### config.mk
export PLATFORM = sky130hd
export DESIGN_NAME = seq_feed_ctrl
export DESIGN_NICKNAME = d
export VERILOG_FILES = /design/src/rtl/seq_feed_ctrl.sv
export SDC_FILE = /design/constraint.sdc
export NUM_CORES = 1
export LEC_CHECK = 0
export CORE_AREA = 5 5 84 94
export DETAILED_ROUTE_END_ITERATION = 7
export DIE_AREA = 0 0 89 99
export PLACE_DENSITY_LB_ADDON = 0.05
export RECOVER_POWER = 100
export SYNTH_ARGS = -nofsm -noshare
export SYNTH_HDL_FRONTEND = slang
export SYNTH_SLANG_ARGS = --single-unit
### constraint.sdc
create_clock -name clk -period 4.3 [get_ports clk]
set_input_delay 0.645 -clock clk [delete_from_list [all_inputs] [get_ports clk]]
set_output_delay 0.645 -clock clk [all_outputs]
set_load 0.1 [all_outputs]
### src/rtl/seq_feed_ctrl.sv
// seq_feed_ctrl: shifts a latched pattern LSB-first into a 10001 detector and records hit count and last hit position
module seq_feed_ctrl #(
    parameter int WIDTH = 16,
    parameter int IDXW  = 5,
    parameter int CNTW  = 5
) (
    input  logic             clk,
    input  logic             clr,
    input  logic             start,
    input  logic [WIDTH-1:0] pat,
    input  logic [IDXW-1:0]  len,
    output logic             busy,
    output logic             done,
    output logic             det_clr,
    output logic             det_din,
    input  logic             det_dout,
    output logic [CNTW-1:0]  hit_cnt,
    output logic [IDXW-1:0]  hit_pos
);
    typedef enum logic [2:0] {IDLE, CLEAR, SHIFT, DRAIN, DONE} state_t;
    state_t state, nxt;
    logic [WIDTH-1:0] pat_r, pat_sh;
    logic [IDXW-1:0] len_r, len_c, idx;
    logic go, sample;
    assign len_c = ({1'b0, len} > (IDXW+1)'(WIDTH)) ? IDXW'(WIDTH) : len;
    assign go = state == IDLE && start;
    assign pat_sh = pat_r >> idx;
    // detector output lags one cycle, so the sample at idx refers to bit idx-1
    assign sample = det_dout && ((state == SHIFT && idx != '0) || state == DRAIN);
    always_comb begin
        nxt = state;
        busy = state != IDLE;
        done = state == DONE;
        det_clr = state == IDLE || state == CLEAR;
        det_din = state == SHIFT && pat_sh[0];
        case (state)
            IDLE:    nxt = !start ? IDLE : (len_c == '0 ? DONE : CLEAR);
            CLEAR:   nxt = SHIFT;
            SHIFT:   nxt = (idx == len_r - 1'b1) ? DRAIN : SHIFT;
            DRAIN:   nxt = DONE;
            default: nxt = IDLE;
        endcase
    end
    always_ff @(posedge clk or negedge clr)
        if (!clr) state <= IDLE;
        else state <= nxt;
    always_ff @(posedge clk or negedge clr) begin
        if (!clr) begin
            pat_r <= '0;
            len_r <= '0;
            idx <= '0;
            hit_cnt <= '0;
            hit_pos <= '0;
        end else begin
            if (go && len_c != '0) begin
                pat_r <= pat;
                len_r <= len_c;
            end
            if ((go && len_c == '0) || state == CLEAR) begin
                hit_cnt <= '0;
                hit_pos <= '0;
            end else if (sample) begin
                hit_cnt <= &hit_cnt ? hit_cnt : hit_cnt + 1'b1;
                hit_pos <= idx - 1'b1;
            end
            idx <= state == CLEAR ? '0 : state == SHIFT ? idx + 1'b1 : idx;
        end
    end
endmodule

Word level (Yosys, flattened, before mapping)
Index checks and enable logic that the tools add are counted.
{ "word_totals": {"inputBits": 25, "regBits": 39, "word_cells": 48, "out_inout_bits": 14} }
{ "classes": {"n_eq_ne": 6, "n_reduce_logical": 18, "n_lt_le_gt_ge": 1, "n_shift": 1, "add_sub_neg": 4, "n_mux": 12} }
{ "op_table": {"columns": ["op", "n"], "rows": [
  ["two-way mux 5 bit", 8],
  ["right shift 16 x 5 -> 1 bit", 1],
  ["case mux 3 bit (4 select lines)", 1],
  ["adder 5 x 1 -> 5 bit (second input constant)", 2],
  ["nonzero test 5 bit", 2],
  ["subtractor 5 x 1 -> 5 bit (second input constant)", 2],
  ["== test 3 x 2 -> 1 bit (second input constant)", 2],
  ["logical AND 1 bit", 6],
  ["two-way mux 3 bit", 2],
  ["== test 5 bit", 1],
  ["> comparator 5 bit (second input constant)", 1],
  ["logical NOT 5 bit", 1],
  ["AND reduction 5 bit", 1],
  ["nonzero test 2 bit", 2],
  ["== test 3 x 1 -> 1 bit (second input constant)", 1],
  ["== test 3 bit (second input constant)", 1],
  ["logical NOT 3 bit", 1],
  ["logical OR 1 bit", 3],
  ["nonzero test 3 bit", 1],
  ["!= test 2 bit (second input constant)", 1],
  ["AND reduction 2 bit", 1],
  ["two-way mux 1 bit", 1]
]} }

Longest topological paths before layout
Gate-level depths: netlist (run 1).
{ "logic_depth": {"depth_word": 7, "ltp_mapped": 7, "ltp_nobuf": 6} }

Worst setup path after synthesis (run 1)
OpenSTA, ideal clock, no wires.
{ "synth_timing": {"path_kind": "register -> output", "start": "register state[1]", "end": "output busy", "path_buffers": 1, "required_ns": 3.655, "path_slack_ns": 0.734, "t_arrival_ns": 2.921, "stages_incl_launch_ff": 4, "path_cell_list": "dfrtp_1 -> buf_6 -> nor2_1 -> nand2_1"} }
{ "synth_via": {"elab_chain_len": 1} }
{ "synth_lines": {"columns": ["item", "line", "rtl"], "rows": [
  ["start: declaration", "21", "state_t state, nxt;"],
  ["start signal: assignment", "46", "else state <= nxt;"],
  ["nonzero test 3 bit", "32", "busy = state != IDLE;"],
  ["end: declaration", "12", "output logic busy,"]
]} }
No other way between the ends.

Worst setup path in the final report (run 1)
{ "layout_timing": {"start": "register state[1]", "end": "output det_din"} }
{ "layout_via": {"elab_chain_len": 2} }
{ "layout_lines": {"columns": ["item", "line", "rtl"], "rows": [
  ["== test 3 x 2 -> 1 bit", "35", "det_din = state == SHIFT && pat_sh[0];"],
  ["logical AND 1 bit", "35", null],
  ["end: declaration", "15", "output logic det_din,"]
]} }
No other way between the ends.

==> reports/metrics.cfg, run 1 <==
[run_status]
status = finished, violations left
failed_checks = capacitance limit, slew limit

[worst_setup_path]
crit_chain = nand2b_1 -> nor4b_1 -> o2111ai_1 -> o22ai_1 -> clkbuf_1
startpoint_type = flip-flop
endpoint_kind = output pin
r2r-end = hit_cnt[3]$_DFFE_PN0P_
crit_arrival_ns = 2.76
slowest_stage = clkbuf_1
crit_type = flip-flop to output pin
critPathLaunch = state[1]$_DFF_PN0_
cp_slowest_stage_delay_ns = 0.88
crit_path_end = det_din
cp.depth = 5
cp.required_ns = 3.65
path_buf_inv = 1
r2r_slack_ns = 2.14
r2r_cells = 5
critPathMaxFanout = 11
r2r_start = idx[0]$_DFFE_PN0N_
crit_family = buffers and inverters

[power_and_ir_drop]
vdd_drop_max_uv = 432
seqPwrFrac_pct = 32.6
p_int_w = 0.00115
p_total_w = 0.00220
p_sw_w = 0.00105
p_clk_share_pct = 16.5
p_leak_nw = 1.14
p_sw_share_pct = 47.7
p_per_area_nw_per_um2 = 818
share_comb_of_total_power_pct = 50.9

[global_routing]
grt_pass1_vias = 1689
met2_usage_pct = 19.0
grt_max_degree = 40
met3_usage_pct = 3.01
antenna_found_initial = 0
met1_usage_pct = 14.8
grt_overflow = 0
track_usage_pct = 11.6
grt_pass1_wl_um = 8120
top_usage_layer = met2

[finish]
antennaDiodeCount = 0
final_area_um2 = 2690
final_common_cell = dfrtp_1
area.growth.synth_to_final_pct = 20.4
drive_above_1_share_pct = 7.73
mostFrequentLayoutCells = dfrtp_1 (39), clkdlybuf4s50_1 (22), nor2_1 (14), mux2_1 (14), dlygate4sd3_1 (14)
final_net_count = 263

[yosys]
syn_area_per_cell_um2 = 11.1
synth_enable_flop_cells = 0
yosysSeqAreaShare_pct = 43.6
synth.distinct_cells = 49
netlist_area_um2 = 2240
ys.flop_type = dfrtp_1
syn-num-nets = 232
syn_inst = 201
yosysWarnings = 0
synth-async-reset-ratio_pct = 100
synth-seq-cells = 39

[placed_design]
gp_congestion = 0.777
io_buffer_count = 38
dpl.hpwl_um = 3390
placed_cell_area_um2 = 2620

[timing]
setup_violations = 0
setup_tns_ns = 0
worst_slew_pin_slew_ns = 2.12
max_freq_mhz = 294
drv_slew = 40
finClkSkew_ns = 0.00609
relSlewSlack_pct = -41.3
period_share_pct = 79.1
hold_viol = 0
worst_hold_slack_ns = 0.494
rsz0062_at_grt = false
period_needed_ns = 3.40

[clocking]
cts_hold_repair.buffers = 0
cts_resized = 0
clkLatencyLatePin_ns = 0.29
htreeDepth = 2
cts.clk_slew.worst_paths_ns = 0.08
numCtsBuffers = 5
clock_sink_count = 39
clockBufferDepth = 2
clockRootBuffer = clkbuf_8
postCtsSetupRepairBufs = 0
cts_tree = built

[route]
dr.pass1.iters = 4
drt-total-wl_um = 4640
drt_iter0_markers = 113
ant_nets = 0
wl_per_cell_um = 14.6
routed_via_density = 4.95
drc_errors = 0
num_vias = 1574

[flow_run]
drv_cap = 1

[hold_path]
min_path_type = flip-flop to flip-flop
min-delay-start = pat_r[8]$_DFFE_PN0P_

[floorplanning]
pin_count = 39
initial_core_util_pct = 32.7
die_h_um = 99
chipWidth_um = 89
rows = 32
core_area_um2 = 6850
die_area_um2 = 8810

final cells by class:
type | count | area, µm²
Fill cell | 676 | 4150
Multi-Input combinational cell | 140 | 1080
Sequential cell | 39 | 976
Timing Repair Buffer | 38 | 368
Tap cell | 85 | 106
Clock buffer | 6 | 72.6
Clock inverter | 2 | 60.1
Inverter | 8 | 30.0
power by group through the flow:
stage,Sequential (W),Combinational [W],Clock [W]
5_1_grt,0.000756,0.00122,0.000389
2_1_floorplan,0.000853,0.000880,0
3_5_place_dp,0.000737,0.00124,0
3_3_place_gp,0.000729,0.00122,0
6_report,0.000718,0.00112,0.000363
4_1_cts,0.000729,0.00125,0.000376
worst min path at each step:
stage | end | depth (start not counted)
3_5_place_dp | len_r[1]$_DFFE_PN0P_ | 2
2_1_floorplan | hit_cnt[0]$_DFFE_PN0P_ | 0
3_3_place_gp | pat_r[9]$_DFFE_PN0P_ | 1
5_1_grt | pat_r[4]$_DFFE_PN0P_ | 1
6_report | pat_r[8]$_DFFE_PN0P_ | 1
4_1_cts | hit_pos[2]$_DFFE_PN0P_ | 1
Yosys cell counts (2+ instances only):
cell / number / area, µm²
clkbuf_1: 4 / 15.0
mux2_2: 2 / 22.5
nand3_1: 6 / 30.0
a21oi_2: 2 / 17.5
o21ai_0: 12 / 60.1
nor3b_1: 2 / 15.0
a21oi_1: 6 / 30.0
o21a_1: 3 / 22.5
nand3b_1: 4 / 30.0
buf_2: 3 / 15.0
inv_1: 8 / 30.0
nor2_1: 14 / 52.6
ha_1: 6 / 75.1
mux2_4: 14 / 210
xor2_1: 4 / 35.0
nor3_1: 6 / 30.0
xnor2_1: 7 / 61.3
a211oi_1: 4 / 30.0
nand2b_1: 3 / 18.8
dfrtp_1: 39 / 976
mux4_2: 2 / 45.0
mux2i_1: 8 / 80.1
nand2_1: 13 / 48.8
nor4b_1: 2 / 17.5
buf_6: 3 / 33.8
state kept, by name (all words and copies together) (netlist names):
register	cells
pat_r	16
hit_cnt	5
hit_pos	5
idx	5
len_r	5
state	3
per-stage QoR:
stage               instances  worst slack (ns)  util (%)
finish                    318             0.899      39.3
global route              318             0.659      39.3
CTS                       318              1.18      40.2
detailed placement        310              1.42      38.3
global placement          310              1.48      38.3
floorplan                 201             0.734         -
cell families (layout without fill, tap and decap cells):
group | count (synthesis) | after routing | share of synthesized area (%)
and+or+nand+nor | 60 | 60 | 15.7
DFF | 39 | 39 | 43.6
muxes | 26 | 26 | 16.0
adders and majority gates | 6 | 6 | 3.36
xor gates and xnor gates | 11 | 11 | 4.31
AOI/OAI and AO/OA | 37 | 37 | 11.4
buffers and inverters | 22 | 54 | 5.59
layer usage:
layer  wire [µm]  vias to the layer above
li1            -                      777
met1        2060                      767
met2        2310                       26
met3         215                        4
met4          56                        0
met5           0                        -
No activity file was read; power rests on OpenSTA's default activity.
==> run 2, diff against run 1 <==
Clock period 4.3 ns to 2.9 ns, I/O delays scaled along.
==> reports/metrics.cfg, run 2 (same netlist as run 1, synthesis figures left out) <==
[finish]
largest-register = pat_r
n_fill_cell = 697  ; +3.1%
final_common_cell = dfrtp_1
mostFrequentLayoutCells = dfrtp_1 (39), clkdlybuf4s50_1 (22), clkbuf_1 (15)
area.growth.synth_to_final_pct = 16.7
final_net_count = 268  ; +1.9%
antennaDiodeCount = 0  ; unchanged
final_area_um2 = 2610  ; -3.1%
utilization_pct = 38.1  ; -1.2 points
multi_input_area_um2 = 1080  ; unchanged
largest_reg_flops = 16  ; unchanged
seq_area_um2 = 976  ; unchanged
drive_above_1_share_pct = 10.9  ; +3.2 points

[timing]
setup_violations = 0  ; unchanged
rsz0062_at_grt = false
relSlewSlack_pct = -42.9  ; -1.6 points
setup_tns_ns = 0  ; unchanged
period_share_pct = 89.8
layout_setup_ws_ns = 0.296  ; -0.603 ns
hold_viol = 0  ; unchanged
drv_slew = 40  ; unchanged
period_needed_ns = 2.60
max_freq_mhz = 384
finClkSkew_ns = 0.00211  ; -0.00398 ns
worst_slew_pin_slew_ns = 2.14  ; +0.0247 ns

[worst_setup_path]
cp.required_ns = 2.47  ; -1.18 ns
critPathMaxFanout = 10  ; -1
endpoint_kind = output pin
crit_type = flip-flop to output pin
startpoint_type = flip-flop
crit_arrival_ns = 2.17  ; -0.59 ns

[clocking]
htreeDepth = 2  ; unchanged
clockRootBuffer = clkbuf_8
cts_hold_repair.buffers = 0  ; unchanged
cts.clk_slew.worst_paths_ns = 0.08  ; about the same
cts_resized = 0  ; unchanged
cts_tree = built
postCtsSetupRepairBufs = 0  ; unchanged
numCtsBuffers = 5  ; unchanged
clockBufferDepth = 2  ; unchanged
clkLatencyLatePin_ns = 0.29  ; about the same
clock_sink_count = 39  ; unchanged

[floorplanning]
die_h_um = 99  ; unchanged
die_area_um2 = 8810  ; unchanged
core_area_um2 = 6850  ; unchanged
rows = 32  ; unchanged
chipWidth_um = 89  ; unchanged
pin_count = 39  ; unchanged
initial_core_util_pct = 32.7  ; unchanged

[route]
routed_via_density = 4.98  ; +0.70%
ant_nets = 0  ; unchanged
drt_iter0_markers = 71  ; -37%
num_vias = 1610  ; +2.3%
dr.pass1.iters = 4  ; unchanged
drt-total-wl_um = 4860  ; +4.7%
wl_per_cell_um = 15.0  ; +3.1%
drc_errors = 0  ; unchanged

[run_status]
status = finished, violations left
failed_checks = capacitance limit, slew limit

[hold_path]
min_path_type = flip-flop to flip-flop

[placed_design]
dpl.hpwl_um = 3560  ; +5.2%
placed_cell_area_um2 = 2650  ; +1.0%
io_buffer_count = 38  ; unchanged
gp_congestion = 0.769  ; -1.1%
post-place-ws_ns = 0.492  ; -0.930 ns

[power_and_ir_drop]
p_per_area_nw_per_um2 = 1200  ; +46%
vdd_drop_max_uv = 510  ; +18%
p_leak_nw = 1.10  ; -4.1%
p_total_w = 0.00313  ; +42%

[global_routing]
grt_overflow = 0  ; unchanged
grt_max_degree = 40  ; unchanged
antenna_found_initial = 0  ; unchanged
grt_pass1_vias = 1780  ; +5.4%
track_usage_pct = 12.0  ; +0.33 points
grt_pass1_wl_um = 8420  ; +3.7%

[flow_run]
drv_cap = 1  ; unchanged

-- run 2: cell types whose count changed in the layout (fill, tap and decap cells not counted), moves of 2 or more --
cell,before,now
clkbuf_8,5,7
dlygate4sd3_1,14,1
clkbuf_2,0,4
buf_4,0,2
clkbuf_1,3,15
bufinv_16,2,0
-- run 2: worst paths after layout --
path	startpoint	slack, ns	depth (start not counted)	end
min in group asynchronous	clr	0.77	1	hit_pos[2]$_DFFE_PN0P_
worst min-delay path	pat_r[8]$_DFFE_PN0P_	0.49	1	pat_r[8]$_DFFE_PN0P_
worst min register to register	pat_r[8]$_DFFE_PN0P_	0.49	1	pat_r[8]$_DFFE_PN0P_
worst max-delay path	idx[0]$_DFFE_PN0N_	0.30	4	det_din
worst max register to register	state[0]$_DFF_PN0_	0.44	5	pat_r[9]$_DFFE_PN0P_
max in group asynchronous	clr	0.92	1	hit_cnt[3]$_DFFE_PN0P_
-- run 2: layout make-up --
| type | instances | share of cell area (%) |
|---|---|---|
| Multi-Input combinational cell | 140 | 41.4 |
| Sequential cell | 39 | 37.4 |
| Timing Repair Buffer | 43 | 12.2 |
| Tap cell | 85 | 4.07 |
| Clock buffer | 8 | 3.84 |
| Inverter | 8 | 1.15 |
-- run 2: stage by stage --
| stage | hold slack (ns) | cells |
|---|---|---|
| finish | 0.491 | 323 |
| global route | 0.513 | 323 |
| CTS | 0.305 | 323 |
| detailed placement | 0.492 | 315 |
| global placement | 0.493 | 315 |
| floorplan | 0.139 | 201 |
-- run 2: report_power, final --
part | internal (W) | switching (W) | leakage, nW
Clock | 0.000217 | 0.000188 | 0.0515
Combinational | 0.000555 | 0.00117 | 0.557
Sequential | 0.000779 | 0.000221 | 0.488
-- run 2: layer usage --
| metal | global-route usage (%) | up-vias | wire (µm) |
|---|---|---|---|
| met4 | 3.44 | 0 | 56 |
| met2 | 20.5 | 28 | 2430 |
| met5 | 0 | - | 0 |
| li1 | - | 782 | - |
| met3 | 3.01 | 6 | 251 |
| met1 | 14.7 | 794 | 2120 |
-- run 2: worst max-delay path: stages, from the launching register on --
cell and delay, ns:
dfrtp_1 0.64, mux4_2 0.58, mux2i_1 0.17, o22ai_2 0.10
clkbuf_2 0.39
